**config.mk**
```make
export PLATFORM = sky130hd
export DESIGN_NAME = mem8x8_ctrl
export DESIGN_NICKNAME = d
export VERILOG_FILES = /design/src/rtl/mem8x8_ctrl.sv
export SDC_FILE = /design/constraint.sdc
export NUM_CORES = 1
export LEC_CHECK = 0
export BUFFER_PORTS_ARGS = -buffer_cell sky130_fd_sc_hd__buf_2
export CELL_PAD_IN_SITES_DETAIL_PLACEMENT = 1
export CELL_PAD_IN_SITES_GLOBAL_PLACEMENT = 1
export CORE_UTILIZATION = 30
export DETAILED_ROUTE_END_ITERATION = 6
export PLACE_DENSITY_LB_ADDON = 0.1
export REMOVE_ABC_BUFFERS = 1
export SLEW_MARGIN = 20
export SYNTH_ARGS = -nofsm -noshare
export SYNTH_HDL_FRONTEND = slang
export SYNTH_SLANG_ARGS = --single-unit
```
**constraint.sdc**
```tcl
create_clock -name clk -period 1.95 [get_ports clk]
set_input_delay 0.39 -clock clk [delete_from_list [all_inputs] [get_ports clk]]
set_output_delay 0.39 -clock clk [all_outputs]
set_load 0.005 [all_outputs]
```
**src/rtl/mem8x8_ctrl.sv**
```systemverilog
// Access controller for the 8x8 bitcell SRAM: round-robin arbitration of two ports and phased write/read strobes.
// Optional write-verify read-back is compiled in with `define MEM8X8_CTRL_VERIFY_EN.
module mem8x8_ctrl #(
  parameter int DATA_W = 8,
  parameter int ADDR_W = 3
) (
  input  logic                   clk,
  input  logic                   rst,
  input  logic                   req0_valid,
  input  logic                   req0_we,
  input  logic [ADDR_W-1:0]      req0_addr,
  input  logic [DATA_W-1:0]      req0_wdata,
  output logic                   req0_ready,
  input  logic                   req1_valid,
  input  logic                   req1_we,
  input  logic [ADDR_W-1:0]      req1_addr,
  input  logic [DATA_W-1:0]      req1_wdata,
  output logic                   req1_ready,
  output logic                   rsp0_valid,
  output logic [DATA_W-1:0]      rsp0_rdata,
  output logic                   rsp0_err,
  output logic                   rsp1_valid,
  output logic [DATA_W-1:0]      rsp1_rdata,
  output logic                   rsp1_err,
  output logic [(1<<ADDR_W)-1:0] mem_we,
  output logic [(1<<ADDR_W)-1:0] mem_wen,
  output logic [(1<<ADDR_W)-1:0] mem_re,
  output logic [(1<<ADDR_W)-1:0] mem_ren,
  output logic [DATA_W-1:0]      mem_din,
  input  logic [DATA_W-1:0]      mem_dout
);

  localparam int ROWS = 1 << ADDR_W;

  typedef enum logic [3:0] {
    IDLE, WR_SETUP, WR_PULSE, WR_HOLD,
`ifdef MEM8X8_CTRL_VERIFY_EN
    VF_EN, VF_CAP,
`endif
    RD_EN, RD_CAP, DONE
  } state_t;

  state_t              state;
  logic                prio;      // 1: port 1 wins the next tie
  logic                lat_port;
  logic [ADDR_W-1:0]   lat_addr;
  logic                grant0, grant1;
  logic                sel_we;
  logic [ADDR_W-1:0]   sel_addr;
  logic [DATA_W-1:0]   sel_wdata;
  logic                finish;
  logic [DATA_W-1:0]   fin_rdata;
  logic                fin_err;

  function automatic logic [ROWS-1:0] row_sel(input logic [ADDR_W-1:0] a);
    logic [ROWS-1:0] r;
    r    = '0;
    r[a] = 1'b1;
    return r;
  endfunction

  always_comb begin
    grant0    = req0_valid && (!req1_valid || !prio);
    grant1    = req1_valid && (!req0_valid ||  prio);
    sel_we    = grant1 ? req1_we    : req0_we;
    sel_addr  = grant1 ? req1_addr  : req0_addr;
    sel_wdata = grant1 ? req1_wdata : req0_wdata;
  end

  assign req0_ready = (state == IDLE) && !rst && grant0;
  assign req1_ready = (state == IDLE) && !rst && grant1;
  assign mem_wen    = ~mem_we;
  assign mem_ren    = ~mem_re;

  // NOTE: every output of this block gets a default first so no path leaves it unassigned (no latch).
  always_comb begin
    finish    = 1'b0;
    fin_rdata = '0;
    fin_err   = 1'b0;
    case (state)
      RD_CAP: begin
        finish    = 1'b1;
        fin_rdata = mem_dout;
      end
`ifdef MEM8X8_CTRL_VERIFY_EN
      VF_CAP: begin
        finish    = 1'b1;
        fin_rdata = mem_dout;
        fin_err   = (mem_dout != mem_din);   // mem_din still holds the written word
      end
`else
      WR_HOLD: finish = 1'b1;
`endif
      default: ;
    endcase
  end

  // NOTE: state is updated with non-blocking assignments so every register sees pre-edge values.
  always_ff @(posedge clk) begin
    if (rst) begin
      state      <= IDLE;
      prio       <= 1'b0;
      lat_port   <= 1'b0;
      lat_addr   <= '0;
      mem_we     <= '0;
      mem_re     <= '0;
      mem_din    <= '0;
      rsp0_valid <= 1'b0;
      rsp0_rdata <= '0;
      rsp0_err   <= 1'b0;
      rsp1_valid <= 1'b0;
      rsp1_rdata <= '0;
      rsp1_err   <= 1'b0;
    end else begin
      rsp0_valid <= 1'b0;
      rsp1_valid <= 1'b0;
      unique case (state)
        IDLE: begin
          if (grant0 || grant1) begin
            lat_port <= grant1;
            lat_addr <= sel_addr;
            prio     <= grant0;
            if (sel_we) begin
              mem_din <= sel_wdata;
              state   <= WR_SETUP;
            end else begin
              mem_re  <= row_sel(sel_addr);
              state   <= RD_EN;
            end
          end
        end
        WR_SETUP: begin
          mem_we <= row_sel(lat_addr);
          state  <= WR_PULSE;
        end
        WR_PULSE: begin
          mem_we <= '0;
          state  <= WR_HOLD;
        end
`ifdef MEM8X8_CTRL_VERIFY_EN
        WR_HOLD: begin
          mem_re <= row_sel(lat_addr);
          state  <= VF_EN;
        end
        VF_EN:  state <= VF_CAP;
        VF_CAP: begin
          mem_re <= '0;
          state  <= DONE;
        end
`else
        WR_HOLD: state <= DONE;
`endif
        RD_EN:  state <= RD_CAP;
        RD_CAP: begin
          mem_re <= '0;
          state  <= DONE;
        end
        DONE:    state <= IDLE;
        default: state <= IDLE;
      endcase
      if (finish) begin
        if (lat_port) begin
          rsp1_valid <= 1'b1;
          rsp1_rdata <= fin_rdata;
          rsp1_err   <= fin_err;
        end else begin
          rsp0_valid <= 1'b1;
          rsp0_rdata <= fin_rdata;
          rsp0_err   <= fin_err;
        end
      end
    end
  end

endmodule

```
==> results.py <==
metrics = {
    "outcome": {
        "status": "finished, final reports clean",
    },
    "clock_tree": {
        "cts_root_buffer": "clkbuf_8",
        "cts_tree": "built",
        "insertion_delay_ns": 0.30,
        "htreeDepth": 2,
        "cts_buffers": 5,
        "clock_path_buffers": 2,
        "clk_pin_slew_ns": 0.10,
        "cts-hold-fix-buffers": 0,
        "postCtsSetupRepairBufs": 0,
        "cts_sinks": 50,
    },
    "timing": {
        "final.min_clock_period_ns": 1.86,
        "setup_tns_ns": 0,
        "worst_slew_pin_slew_ns": 0.552,
        "whs_ns": 0.338,
        "fmax_mhz": 537,
        "worst_slack_ns": 0.0878,
        "setup_viol": 0,
        "max_slew_margin": 0.629,
        "hold_viol_final": 0,
        "clock_skew_ns": 0.00832,
        "period_share": 0.955,
        "rsz0062_at_grt": "false",
        "slew_violations": 0,
    },
    "synthesis": {
        "mappedNetlistArea_um2": 2320,
        "synth_cell_types": 47,
        "synthTopCellsByCount": "dfxtp_1 (50), nand2_1 (34), nor2_1 (32), nand3_1 (30), a21oi_1 (21)",
        "ys_warn_count": 0,
        "seq_area_frac_synth": 0.432,
        "synth_top_area_frac": 0.432,
        "synth_top_cells_by_area": "dfxtp_1 (43%), nand3_1 (6.5%), nand2_1 (5.5%), nor2_1 (5.2%), a21oi_1 (4.5%)",
        "synth_top_flop_cell": "dfxtp_1",
        "async_reset_ff_frac": 0,
        "yosys.area.top_type": "dfxtp_1",
        "synth-edff-count": 0,
        "synth.most_common_cell": "dfxtp_1",
        "avgSynthCellArea_um2": 8.15,
        "ys_seq_elements": 50,
        "syn-instance-count": 284,
    },
    "power_and_ir_drop": {
        "ir_drop_mv": 0.341,
        "power_mw": 2.74,
        "p_leak_nw": 1.32,
        "powerDensity_nw_per_um2": 891,
    },
    "global_route": {
        "grt-ovfl-total": 0,
        "grt_start_max_net_pins": 37,
        "grt_pass1_wl_um": 11400,
        "antenna_found_initial": 0,
        "grt_pass1_vias": 2373,
        "grt_usage": 0.173,
    },
    "cells_and_area": {
        "drive_above_1_share": 0.346,
        "nNetsFinal": 419,
        "multi_input_area_um2": 1160,
        "n_antenna_cell": 0,
        "finalNonFillerCells": 483,
        "synthToLayoutAreaGrowth_pct": 33.0,
        "fillers": 963,
        "final-seq-area_um2": 1000,
        "stdcell_area_um2": 3080,
        "fin_util": 0.418,
    },
    "routing": {
        "wl_per_cell_um": 14.1,
        "vias_per_cell": 4.98,
        "wirelength_um": 6820,
        "remaining_drc_errors": 0,
        "drtIter0Drc": 84,
        "drt_pass1_iterations": 4,
        "vias": 2406,
        "ant_nets": 0,
    },
    "placed_design": {
        "hpwl_um": 5020,
        "gp_congestion": 0.805,
        "portBuffers": 95,
        "dpl_cell_area_um2": 2970,
        "dp.cells": 475,
        "dp_slack_ns": 0.130,
    },
    "setup_path": {
        "rrSetupSlack_ns": 0.17,
        "crit_type": "reg -> out",
        "cp_max_fo": 6,
        "cp-end-kind": "output port",
        "arrival_ns": 1.47,
        "cp_data_required_time_ns": 1.56,
        "cp-start-kind": "flop",
    },
    "floorplan": {
        "core_area_um2": 7370,
        "die_w_um": 89.9,
        "placementRows": 31,
        "die_area_um2": 8070,
        "initial_utilization": 0.314,
        "ioPinCount": 98,
        "die_y_um": 89.9,
    },
    "hold_path": {
        "hp-class": "in -> reg",
    },
    "job": {
        "drv_cap": 0,
    },
}
flip-flops by register name (all words and copies together), names as in the netlist:
name and count:
mem_re 8, rsp1_rdata 8, prio 1, rsp0_valid 1, lat_addr 3, rsp0_rdata 8
rsp1_valid 1, state 3, mem_we 8, lat_port 1, mem_din 8
power by group:
group | internal (mW) | switching (mW) | total [mW]
clock network | 0.286 | 0.341 | 0.627
logic | 0.414 | 0.500 | 0.914
registers | 1.12 | 0.0839 | 1.20
final timing paths:
check	start	to	cells past startpoint
hold / removal	mem_dout[0]	rsp1_rdata[0]$_SDFFE_PP0P_	3
setup reg to reg	state[2]$_SDFFE_PP0P_	mem_re[6]$_SDFFE_PP0P_	5
setup / recovery	state[2]$_SDFFE_PP0P_	req1_ready	3
hold reg to reg	rsp1_rdata[0]$_SDFFE_PP0P_	rsp1_rdata[0]$_SDFFE_PP0P_	2
logic make-up after synthesis:
| group | Yosys count | share of synthesized area |
|---|---|---|
| other | 1 | 0.00162 |
| xor gates and xnor gates | 1 | 0.00378 |
| and+or+nand+nor | 121 | 0.253 |
| DFF | 50 | 0.432 |
| AOI/OAI and AO/OA | 65 | 0.211 |
| muxes | 6 | 0.0259 |
| buffers and inverters | 40 | 0.0729 |
repair_timing:
item | 4_1_cts | 5_1_grt
resized for setup | 1 | 2
endpoints found under the setup margin | 1 | 8
pin swaps | 0 | 0
cells in the final DEF, fill, tap and decap left out, drive strengths merged, types with 2 or more instances in the layout:
master / synthesis / final
buf: 6 / 112
dfxtp: 50 / 50
nand2: 34 / 34
nor2: 33 / 33
nand3: 30 / 30
a21oi: 22 / 22
inv: 19 / 19
a311oi: 11 / 11
a22oi: 6 / 6
mux2i: 6 / 6
clkbuf: 15 / 6
o21ai: 6 / 6
nor2b: 5 / 5
a221oi: 3 / 3
a211oi: 3 / 3
nor3: 3 / 3
nand2b: 2 / 2
and3: 2 / 2
a31o: 2 / 2
or4: 2 / 2
nand4b: 2 / 2
a32oi: 2 / 2
conb: 1 / 2
or3: 2 / 2
layer usage:
layer / routed length (um) / GRT usage / vias to the layer above / share of wire
met2: 3370 / 0.303 / 60 / 0.49
met3: 260 / 0.0254 / 8 / 0.038
li1: - / - / 1190 / -
met5: 0 / 0 / - / 0
met4: 97 / 0.0632 / 0 / 0.014
met1: 3090 / 0.215 / 1148 / 0.45
worst max-delay path, stage by stage, from the launching register on:
cell	delay, ns
dfxtp_2	0.36
or3_4	0.43
nor3_2	0.22
buf_2	0.16
layout make-up:
type                    count  share of cell area
well taps                  99              0.0402
clock inverters             2             0.00406
multi-input cells         195               0.377
clock buffers               6              0.0268
flip-flops and latches     50               0.325
inverters                  19              0.0232
repair buffers            112               0.204
Note: power is estimated with default switching activity, not from simulation.
